--- src/rtl/rtl_simd_addsub_stream_pkg.sv ---
// Shared definitions for the SIMD add/sub stream block.
// Holds default and maximum geometry, the control FSM encoding and the
// lane pack/unpack and signed-bound helpers used by the datapath.
package rtl_simd_addsub_stream_pkg;

    localparam int unsigned DEF_LANES      = 4;
    localparam int unsigned DEF_LANE_W     = 11;
    localparam int unsigned DEF_OBUF_DEPTH = 4;

    localparam int unsigned MAX_LANES   = 8;
    localparam int unsigned MAX_LANE_W  = 24;
    localparam int unsigned MAX_LANE_W1 = MAX_LANE_W + 1;
    localparam int unsigned MAX_BUS_W   = MAX_LANES * MAX_LANE_W;

    typedef enum logic [1:0] {
        ST_IDLE  = 2'd0,
        ST_RUN   = 2'd1,
        ST_DRAIN = 2'd2
    } state_e;

    // Low w bits set.
    function automatic logic [MAX_LANE_W-1:0] lane_mask(input int unsigned w);
        logic [MAX_LANE_W1-1:0] m;
        m = (MAX_LANE_W1'(1) << w) - MAX_LANE_W1'(1);
        return MAX_LANE_W'(m);
    endfunction

    // Largest positive value of a w-bit two's complement lane.
    function automatic logic [MAX_LANE_W-1:0] lane_smax(input int unsigned w);
        return lane_mask(w - 1);
    endfunction

    // Most negative value of a w-bit two's complement lane (only bit w-1 set).
    function automatic logic [MAX_LANE_W-1:0] lane_smin(input int unsigned w);
        return MAX_LANE_W'(MAX_LANE_W1'(1) << (w - 1));
    endfunction

    // Extract lane idx of width w from a packed bus.
    function automatic logic [MAX_LANE_W-1:0] lane_unpack(input logic [MAX_BUS_W-1:0] bus,
                                                          input int unsigned idx,
                                                          input int unsigned w);
        logic [MAX_BUS_W-1:0] s;
        s = bus >> (idx * w);
        return MAX_LANE_W'(s) & lane_mask(w);
    endfunction

    // Merge value v into lane idx of width w of a packed bus (lane assumed clear).
    function automatic logic [MAX_BUS_W-1:0] lane_pack(input logic [MAX_BUS_W-1:0] bus,
                                                       input logic [MAX_LANE_W-1:0] v,
                                                       input int unsigned idx,
                                                       input int unsigned w);
        return bus | (MAX_BUS_W'(v & lane_mask(w)) << (idx * w));
    endfunction

endpackage

--- src/rtl/rtl_stream_fwft_fifo.sv ---
// First-word-fall-through FIFO used as the credit-limited output buffer.
// Ports: clk/rst_n (async active-low), i_push/i_data write side,
// i_pop read side, o_data head entry (valid while !o_empty), o_empty,
// o_count occupancy. Push into a full FIFO is accepted only together
// with a pop in the same cycle; pop on empty is ignored.
module rtl_stream_fwft_fifo #(
    parameter int unsigned WIDTH = 8,
    parameter int unsigned DEPTH = 4
) (
    input  logic                       clk,
    input  logic                       rst_n,
    input  logic                       i_push,
    input  logic [WIDTH-1:0]           i_data,
    input  logic                       i_pop,
    output logic [WIDTH-1:0]           o_data,
    output logic                       o_empty,
    output logic [$clog2(DEPTH+1)-1:0] o_count
);

    localparam int unsigned AW = (DEPTH > 1) ? $clog2(DEPTH) : 1;
    localparam int unsigned CW = $clog2(DEPTH + 1);

    logic [WIDTH-1:0] r_mem [DEPTH];
    logic [AW-1:0]    r_wr;
    logic [AW-1:0]    r_rd;
    logic [CW-1:0]    r_count;
    logic             w_do_pop;
    logic             w_do_push;

    assign o_empty   = (r_count == '0);
    assign o_count   = r_count;
    assign o_data    = r_mem[r_rd];
    assign w_do_pop  = i_pop & ~o_empty;
    assign w_do_push = i_push & ((r_count != CW'(DEPTH)) | w_do_pop);

    // Storage, pointers and occupancy.
    always_ff @(posedge clk or negedge rst_n) begin
        if (!rst_n) begin
            for (int unsigned i = 0; i < DEPTH; i++) begin
                r_mem[i] <= '0;
            end
            r_wr    <= '0;
            r_rd    <= '0;
            r_count <= '0;
        end else begin
            if (w_do_push) begin
                r_mem[r_wr] <= i_data;
                r_wr        <= (r_wr == AW'(DEPTH - 1)) ? '0 : r_wr + AW'(1);
            end
            if (w_do_pop) begin
                r_rd <= (r_rd == AW'(DEPTH - 1)) ? '0 : r_rd + AW'(1);
            end
            if (w_do_push && !w_do_pop) begin
                r_count <= r_count + CW'(1);
            end else if (w_do_pop && !w_do_push) begin
                r_count <= r_count - CW'(1);
            end
        end
    end

endmodule

--- src/rtl/rtl_simd_addsub_stream.sv ---
// Per-lane signed SIMD add/subtract over FIFO streams with block control.
// Ports: ap_clk, ap_rst_n (async active-low), ap_ce clock enable,
// ap_start/ap_done/ap_idle/ap_ready block control, op_sub selects a-b,
// a_*/b_* operand FIFO read sides, z_* result FIFO write side with
// per-lane overflow flags in z_ovf.
module rtl_simd_addsub_stream
    import rtl_simd_addsub_stream_pkg::*;
#(
    parameter int unsigned LANES      = DEF_LANES,
    parameter int unsigned LANE_W     = DEF_LANE_W,
    parameter int unsigned SATURATE   = 0,
    parameter int unsigned OBUF_DEPTH = DEF_OBUF_DEPTH
) (
    input  logic                    ap_clk,
    input  logic                    ap_rst_n,
    input  logic                    ap_ce,
    input  logic                    ap_start,
    output logic                    ap_done,
    output logic                    ap_idle,
    output logic                    ap_ready,
    input  logic                    op_sub,
    input  logic [LANES*LANE_W-1:0] a_dout,
    input  logic                    a_empty_n,
    output logic                    a_read,
    input  logic [LANES*LANE_W-1:0] b_dout,
    input  logic                    b_empty_n,
    output logic                    b_read,
    output logic [LANES*LANE_W-1:0] z_din,
    output logic [LANES-1:0]        z_ovf,
    input  logic                    z_full_n,
    output logic                    z_write
);

    localparam int unsigned BUS_W = LANES * LANE_W;
    localparam int unsigned ENT_W = BUS_W + LANES;
    localparam int unsigned CNT_W = $clog2(OBUF_DEPTH + 1);

    if (OBUF_DEPTH < 3) begin : g_bad_depth
        $error("rtl_simd_addsub_stream: OBUF_DEPTH must be >= 3");
    end
    if (LANES < 1 || LANES > MAX_LANES) begin : g_bad_lanes
        $error("rtl_simd_addsub_stream: LANES must be 1..8");
    end
    if (LANE_W < 2 || LANE_W > MAX_LANE_W) begin : g_bad_lane_w
        $error("rtl_simd_addsub_stream: LANE_W must be 2..24");
    end

    state_e             r_state;
    state_e             w_state_nxt;

    logic               r_s1_vld;
    logic [BUS_W-1:0]   r_s1_a;
    logic [BUS_W-1:0]   r_s1_b;
    logic               r_s1_sub;
    logic               r_s2_vld;
    logic [BUS_W-1:0]   r_s2_res;
    logic [LANES-1:0]   r_s2_ovf;

    logic [BUS_W-1:0]   w_res_bus;
    logic [LANES-1:0]   w_ovf;
    logic [1:0]         w_inflight;
    logic               w_credit_ok;
    logic               w_accept;
    logic               w_fifo_empty;
    logic [CNT_W-1:0]   w_fifo_count;
    logic [ENT_W-1:0]   w_fifo_head;

    // Credit check: every accepted pair already owns an obuf slot, so the
    // S2 push can never find the buffer full without a matching pop.
    assign w_inflight  = {1'b0, r_s1_vld} + {1'b0, r_s2_vld};
    assign w_credit_ok = (32'(w_fifo_count) + 32'(w_inflight)) < OBUF_DEPTH;
    assign w_accept    = ap_ce & ap_start & a_empty_n & b_empty_n & w_credit_ok
                       & (r_state != ST_DRAIN);

    assign a_read   = w_accept;
    assign b_read   = w_accept;
    assign ap_ready = w_accept;
    assign ap_idle  = (r_state == ST_IDLE) & ~ap_start;
    assign z_write  = ap_ce & z_full_n & ~w_fifo_empty;
    assign ap_done  = z_write;
    assign z_din    = w_fifo_empty ? '0 : w_fifo_head[BUS_W-1:0];
    assign z_ovf    = w_fifo_empty ? '0 : w_fifo_head[ENT_W-1:BUS_W];

    // Control FSM state register.
    always_ff @(posedge ap_clk or negedge ap_rst_n) begin
        if (!ap_rst_n) begin
            r_state <= ST_IDLE;
        end else if (ap_ce) begin
            r_state <= w_state_nxt;
        end
    end

    // Control FSM next state.
    always_comb begin
        w_state_nxt = r_state;
        unique case (r_state)
            ST_IDLE: begin
                if (ap_start) w_state_nxt = ST_RUN;
            end
            ST_RUN: begin
                if (!ap_start) w_state_nxt = ST_DRAIN;
            end
            ST_DRAIN: begin
                if (ap_start) begin
                    w_state_nxt = ST_RUN;
                end else if ((w_inflight == 2'd0) && w_fifo_empty) begin
                    w_state_nxt = ST_IDLE;
                end
            end
            default: w_state_nxt = ST_IDLE;
        endcase
    end

    // Per-lane arithmetic in LANE_W+1 bits; overflow when the two top bits differ.
    for (genvar gi = 0; gi < LANES; gi++) begin : g_lane
        logic [LANE_W-1:0] w_a;
        logic [LANE_W-1:0] w_b;
        logic [LANE_W:0]   w_ext;
        logic              w_of;

        assign w_a   = LANE_W'(lane_unpack(MAX_BUS_W'(r_s1_a), gi, LANE_W));
        assign w_b   = LANE_W'(lane_unpack(MAX_BUS_W'(r_s1_b), gi, LANE_W));
        assign w_ext = r_s1_sub ? ({w_a[LANE_W-1], w_a} - {w_b[LANE_W-1], w_b})
                                : ({w_a[LANE_W-1], w_a} + {w_b[LANE_W-1], w_b});
        assign w_of  = w_ext[LANE_W] ^ w_ext[LANE_W-1];
        assign w_ovf[gi] = w_of;

        if (SATURATE != 0) begin : g_sat
            // Top bit of the extended result is the sign of the true value.
            assign w_res_bus[gi*LANE_W +: LANE_W] =
                !w_of        ? w_ext[LANE_W-1:0] :
                w_ext[LANE_W] ? LANE_W'(lane_smin(LANE_W)) : LANE_W'(lane_smax(LANE_W));
        end else begin : g_wrap
            assign w_res_bus[gi*LANE_W +: LANE_W] = w_ext[LANE_W-1:0];
        end
    end

    // S1 operand capture and S2 result register.
    always_ff @(posedge ap_clk or negedge ap_rst_n) begin
        if (!ap_rst_n) begin
            r_s1_vld <= 1'b0;
            r_s1_a   <= '0;
            r_s1_b   <= '0;
            r_s1_sub <= 1'b0;
            r_s2_vld <= 1'b0;
            r_s2_res <= '0;
            r_s2_ovf <= '0;
        end else if (ap_ce) begin
            r_s1_vld <= w_accept;
            if (w_accept) begin
                r_s1_a   <= a_dout;
                r_s1_b   <= b_dout;
                r_s1_sub <= op_sub;
            end
            r_s2_vld <= r_s1_vld;
            if (r_s1_vld) begin
                r_s2_res <= w_res_bus;
                r_s2_ovf <= w_ovf;
            end
        end
    end

    rtl_stream_fwft_fifo #(
        .WIDTH (ENT_W),
        .DEPTH (OBUF_DEPTH)
    ) u_obuf (
        .clk     (ap_clk),
        .rst_n   (ap_rst_n),
        .i_push  (ap_ce & r_s2_vld),
        .i_data  ({r_s2_ovf, r_s2_res}),
        .i_pop   (z_write),
        .o_data  (w_fifo_head),
        .o_empty (w_fifo_empty),
        .o_count (w_fifo_count)
    );

endmodule

--- config.mk ---
export PLATFORM = sky130hd
export DESIGN_NAME = rtl_simd_addsub_stream
export DESIGN_NICKNAME = d
export VERILOG_FILES = /design/src/rtl/rtl_simd_addsub_stream_pkg.sv /design/src/rtl/rtl_stream_fwft_fifo.sv /design/src/rtl/rtl_simd_addsub_stream.sv
export SDC_FILE = /design/constraint.sdc
export NUM_CORES = 1
export LEC_CHECK = 0
export BUFFER_PORTS_ARGS = -buffer_cell sky130_fd_sc_hd__buf_2
export CORE_AREA = 2 2 212 214
export CTS_BUF_LIST = sky130_fd_sc_hd__clkbuf_4
export DETAILED_ROUTE_END_ITERATION = 10
export DIE_AREA = 0 0 214 216
export SYNTH_ARGS = -nofsm -noshare
export SYNTH_HDL_FRONTEND = slang
export SYNTH_SLANG_ARGS = --single-unit
--- constraint.sdc ---
create_clock -name ap_clk -period 3.75 [get_ports ap_clk]
set_input_delay 0.75 -clock ap_clk [delete_from_list [all_inputs] [get_ports ap_clk]]
set_output_delay 0.75 -clock ap_clk [all_outputs]
set_load 0.05 [all_outputs]
Yosys cells after proc, flatten, opt, wreduce, memory -nomap -nowiden
Index checks and enable logic that the tools add are counted.

cells by class
  add/subtract/negate cells = 14
  multiply operators = 0
  div/mod/pow operators = 0
  $lt $le $gt $ge = 4
  equality and inequality tests = 9
  shift operators = 0
  mux-type cells = 21
  bitwise gates (word level) = 20
  reduce and logical (&&, ||, !) cells = 13

operators with widths
  kind                   count
  $bwmux W192            1
  $mux W48               3
  $bmux W48 S2           1
  $demux W48 S2          1
  $add A11 B11 Y12       4
  $mux W12               4
  $sub A11 B11 Y12       4
  $mux W44               1
  $mux W2                6
  $and A1 B1 Y1          11
  $eq A2 B2 Y1 const B   3
  $ge A3 B3 Y1 const B   2
  $mux W3                2
  $ne A2 B2 Y1 const B   3
  $ne A3 B3 Y1 const B   2
  $not A2 Y3             2
  $pmux W2 S3            1
  $add A2 B1 Y2 const B  2
  $add A3 B2 Y4          1
  $logic_and A1 B1 Y1    4
  $logic_not A2 Y1       2
  $lt A4 B3 Y1 const B   1
  $mux W4                1
  $reduce_and A2 Y1      2
  12 further kinds       17

storage, ports and cells
  register bits after elaboration = 340
  bits in latches = 0
  memory bits (writable) = 0
  bits in read-only memories = 0
  bits of input ports = 96
  output and inout bits = 54
  logic and storage cells = 96
  memories = 0

Logic depth before layout (Yosys ltp)
  depth after elaboration = 10
  mapped depth = 14

Hierarchy
Synthesis repeated with hierarchy kept, for this count alone.

second synthesis, totals
  cells, all modules = 1334
  area total of the unflattened synthesis = 17392.9 um^2

modules (own cells, without submodules)
  module                  times used  cells an instance  area each (um^2)  seq. area each (um^2)
  rtl_stream_fwft_fifo    1           503                9027.4            4979.8
  rtl_simd_addsub_stream  1           831                8365.5            3528.4

Worst setup path after synthesis
Ideal clock, no wire load.

  path type = reg2reg
  start = register r_s1_sub
  end = register r_s2_ovf[2]
  setup time = 0.077 ns
  arrival = 2.898 ns
  required time = 3.673 ns
  setup slack = 0.776 ns
  cell stages (with the launch flop) = 13
  path buffers = 3
  period minus slack after synthesis = 2.974 ns
  cell sequence = dfrtp_1 > clkbuf_1 > clkbuf_1 > clkbuf_1 > a21oi_1 > xnor2_1 > ha_1 > and2_1 > o2111a_1 > o21ba_1 > a211oi_2 > xnor3_1 > o21ai_1

on the way
  word-level cells in the longest chain between the ends = 2

RTL lines
  what                    RTL line                       text
  start, declared         rtl_simd_addsub_stream.sv:54   logic r_s1_sub;
  start signal, assigned  rtl_simd_addsub_stream.sv:153  r_s1_sub <= op_sub;
  $mux W12                rtl_simd_addsub_stream.sv:123  assign w_ext = r_s1_sub ? ({w_a[LANE_W-1], w_a} - {w_b[LANE_W-1], w_b})
  $xor A1 B1 Y1           rtl_simd_addsub_stream.sv:125  assign w_of = w_ext[LANE_W] ^ w_ext[LANE_W-1];
  end signal, assigned    rtl_simd_addsub_stream.sv:158  r_s2_ovf <= w_ovf;
  end, declared           rtl_simd_addsub_stream.sv:57   logic [LANES-1:0] r_s2_ovf;

No other way between the ends.
A chain may end at the register's enable or synchronous reset.

Worst setup path in the final report
  start = register r_s1_vld
  end = output port a_read

on the way
  word-level cells in the longest chain between the ends = 5

RTL lines
  what                    RTL line                       text
  start, declared         rtl_simd_addsub_stream.sv:51   logic r_s1_vld;
  start signal, assigned  rtl_simd_addsub_stream.sv:149  r_s1_vld <= w_accept;
  $add A1 B1 Y2           rtl_simd_addsub_stream.sv:70   assign w_inflight = {1'b0, r_s1_vld} + {1'b0, r_s2_vld};
  $add A3 B2 Y4           rtl_simd_addsub_stream.sv:71   assign w_credit_ok = (32'(w_fifo_count) + 32'(w_inflight)) < OBUF_DEPTH;
  $lt A4 B3 Y1            rtl_simd_addsub_stream.sv:71
  $and A1 B1 Y1           rtl_simd_addsub_stream.sv:72   assign w_accept = ap_ce & ap_start & a_empty_n & b_empty_n & w_credit_ok
  $and A1 B1 Y1           rtl_simd_addsub_stream.sv:73   & (r_state != ST_DRAIN);
  end, declared           rtl_simd_addsub_stream.sv:24   output logic a_read,

No other way between the ends.

==> flow_metrics.env <==
export IMPL_status="finished clean"
export IMPL_synth_top_family_by_area="multiplexers"
export IMPL_vias=11200
export IMPL_area_growth_pct=15.0
export IMPL_drcViolationCount=0
export IMPL_first_global_vias=11800
export IMPL_multi_input_area_um2=8300
export IMPL_crit_top_cell="ha_1"
export IMPL_fin_ws_ns=0.221
export IMPL_synthMuxAreaShare_pct=24.0
export IMPL_skew_ns=0.0396
export IMPL_synthXorXnorAreaFrac_pct=3.85
export IMPL_postSynthCellCount=1371
export IMPL_ys_top_cells_by_count="dfrtp_1 (340), mux2_2 (268), nand2_1 (82)"
export IMPL_crit_family="buffers and inverters"
export IMPL_regToRegSetupSlack_ns=0.66
export IMPL_cp_slowest_cell="dfrtp_1"
export IMPL_synthArstFlopShare_pct=100
export IMPL_path_class="flip-flop to output pin"
export IMPL_synth_seq_cells=340
export IMPL_powerDensity_nw_per_um2=1040
export IMPL_io_buffers=149
export IMPL_crit_required_ns=3.00
export IMPL_pre_cts_ws_ns=0.678
export IMPL_coreArea_um2=43800
export IMPL_cp_max_fo=15
export IMPL_grt_ovfl_total=0
export IMPL_worstHoldPathType="primary input to flip-flop"
export IMPL_max_freq_mhz=283
export IMPL_dp_hpwl_mm=27.3
export IMPL_io_pins=150
export IMPL_ys_seq_area_share_pct=49.1
export IMPL_synth_main_ff_cell="dfrtp_1"
export IMPL_drive_gt1_share_pct=40.2
export IMPL_tns_ns=0
export IMPL_setup_violations=0
export IMPL_vias_per_cell=5.05
export IMPL_final_util_pct=45.5
export IMPL_cts_sinks=340
export IMPL_synth_edf_count=0
export IMPL_cts_root_buf="clkbuf_4"
export IMPL_grt_first_pass_wirelength_mm=63.6
export IMPL_max_stage_delay_ns=0.41
export IMPL_clock_latency_ns=0.77
export IMPL_synth_top_cell_area_share_pct=49.1
export IMPL_cts_htree_levels=3
export IMPL_cts_buffers=91
export IMPL_r2r_end="r_s2_ovf[1]"
export IMPL_dieHeight_um=216
export IMPL_syn_area_um2=17300
export IMPL_grt_max_degree=99
export IMPL_reg2reg_depth=11
export IMPL_ir_drop_uv=408
export IMPL_final_hold_viol_count=0
export IMPL_drtIter0Drc=486
export IMPL_synthSimpleGateAreaFrac_pct=7.46
export IMPL_synthAdderAreaFrac_pct=4.69
export IMPL_cts_resized_gates=0
export IMPL_cp_startpoint="r_s1_vld"
export IMPL_place_gp_congestion=0.823
export IMPL_start_kind="flip-flop"
export IMPL_yosysMostFrequentCell="dfrtp_1"
export IMPL_ff_latch_area_um2=8510
export IMPL_num_rows=77
export IMPL_cts_max_path_buffers=3
export IMPL_path_depth=6
export IMPL_crit_end="a_read"
export IMPL_endpoint_kind="output pin"
export IMPL_worst_path_buf_inv=2
export IMPL_synth_largest_area_cell="dfrtp_1"
export IMPL_fillers=4087
export IMPL_totalWireLength_mm=39.1
export IMPL_initial_core_util_pct=39.5
export IMPL_leakagePower_uw=0.00943
export IMPL_antenna_found_initial=4
export IMPL_fin_crit_ns=3.53
export IMPL_ys_top_cells_by_area="dfrtp_1 (49%), mux2_2 (17%), mux4_2 (6.2%)"
export IMPL_r2r_start="r_s1_b[13]"
export IMPL_die_area_um2=46200
export IMPL_final_nets=1729
export IMPL_syn_area_per_cell_um2=12.6
export IMPL_report_final_slew_viol_count=0
export IMPL_rsz0062_at_grt="false"
export IMPL_grt_usage_pct=17.3
export IMPL_synth_compound_area_share_pct=7.69
export IMPL_die_w_um=214
export IMPL_ant_nets=0
export IMPL_path_cells="ha_1 > ha_1 > nand2b_1 > a2111oi_2 > buf_4 > buf_2"
export IMPL_synth_nets=1529
export IMPL_worst_pin_slew_ns=0.636
export IMPL_maxSlewHeadroom_pct=57.6
export IMPL_tritoncts="yes"
export IMPL_synth_cell_types=62
export IMPL_wl_per_cell_um=17.6
export IMPL_ys_warn_count=0
export IMPL_first_pass_iters=5
export IMPL_path_clk_slew_ns=0.06
export IMPL_cap_violations=0
export IMPL_crit_arrival_ns=2.78
export IMPL_timing_final_crit_share_pct=94.1
layout make-up:
type                            count  area share (%)
Timing Repair Buffer              177            5.55
Sequential cell                   340            42.7
Clock buffer                      135            5.08
Multi-Input combinational cell    918            41.6
Antenna cell                        1          0.0126
Clock inverter                     17           0.496
Tap cell                          592            3.72
Inverter                           43           0.810
registers in the layout, summed over array words and instances (netlist names):
register,count
r_s1_sub,1
r_s2_vld,1
r_s2_ovf,4
r_s2_res,44
r_state,2
r_s1_a,44
u_obuf.r_rd,2
r_s1_vld,1
u_obuf.o_count,3
r_s1_b,44
u_obuf.r_wr,2
u_obuf.r_mem,192
cells by family (layout without fill, tap and decap cells):
kind of cell               after synthesis  count (layout)
DFF                                    340             340
adders and majority gates               62              62
xor gates and xnor gates                70              70
buffers and inverters                  113             372
and+or+nand+nor                        255             255
AOI/OAI and AO/OA                      208             208
other                                    0               1
muxes                                  323             323
per-stage QoR:
step / total power, µW / cells / area, µm² / hold slack [ns]
global route: 22600 / 2223 / 19900 / 0.125
CTS: 21000 / 2221 / 19900 / 0.0927
detailed placement: 17700 / 2068 / 18800 / 0.491
global placement: 17500 / 2068 / 18800 / 0.484
finish: 20800 / 2223 / 19900 / 0.194
floorplan: 14900 / 1371 / 17300 / 0.454
worst min-delay path by stage:
| stage | cells after the start | start | slack, ns | endpoint |
|---|---|---|---|---|
| detailed placement | 1 | u_obuf.r_mem[24] | 0.49 | u_obuf.r_mem[24] |
| CTS | 3 | b_dout[25] | 0.09 | r_s1_b[25] |
| global route | 3 | b_dout[25] | 0.12 | r_s1_b[25] |
| finish | 3 | b_dout[28] | 0.19 | r_s1_b[28] |
| floorplan | 0 | ap_rst_n | 0.45 | r_s1_a[0] |
| global placement | 1 | u_obuf.r_mem[16] | 0.48 | u_obuf.r_mem[16] |
cells in the final DEF (no fill, tap or decap), types with 16 or more instances in the layout:
cell type and count:
xor2_1 17, nor2b_1 53, ha_1 57, o21ai_0 71
mux2_2 268, inv_1 43, nor3_1 21, nand2_1 81
xnor2_1 49, buf_4 16, buf_2 148, mux4_2 48
dfrtp_1 338, a21oi_1 49, nor2_1 40, clkbuf_4 135
where the power goes:
group          switching, µW  total (µW)  internal, µW
sequential              1380        6560          5180
clock                   1480        3180          1690
combinational           5920       11100          5150
total                   8790       20800         12000
what timing repair did:
action | 4_1_cts | 5_1_grt
hold buffers | 1 | 0
endpoints found under the hold margin | 66 | 0
buffers inserted | 0 | 1
setup endpoints to repair | 0 | 20
routing by layer:
layer | track usage (%) | vias to the layer above | routed length (µm) | part of all wire, %
met1 | 25.0 | 5541 | 19500 | 50
met4 | 6.29 | 2 | 797 | 2.0
met2 | 25.6 | 252 | 17100 | 44
li1 | - | 5383 | - | -
met3 | 3.74 | 53 | 1780 | 4.6
met5 | 0 | - | 11 | 0.028
worst min-delay path, cell delays in order:
cell and delay [ns]:
buf_2 0.08, nand2_1 0.04, o21ai_0 0.05
Note: power is estimated with default switching activity, not from simulation.
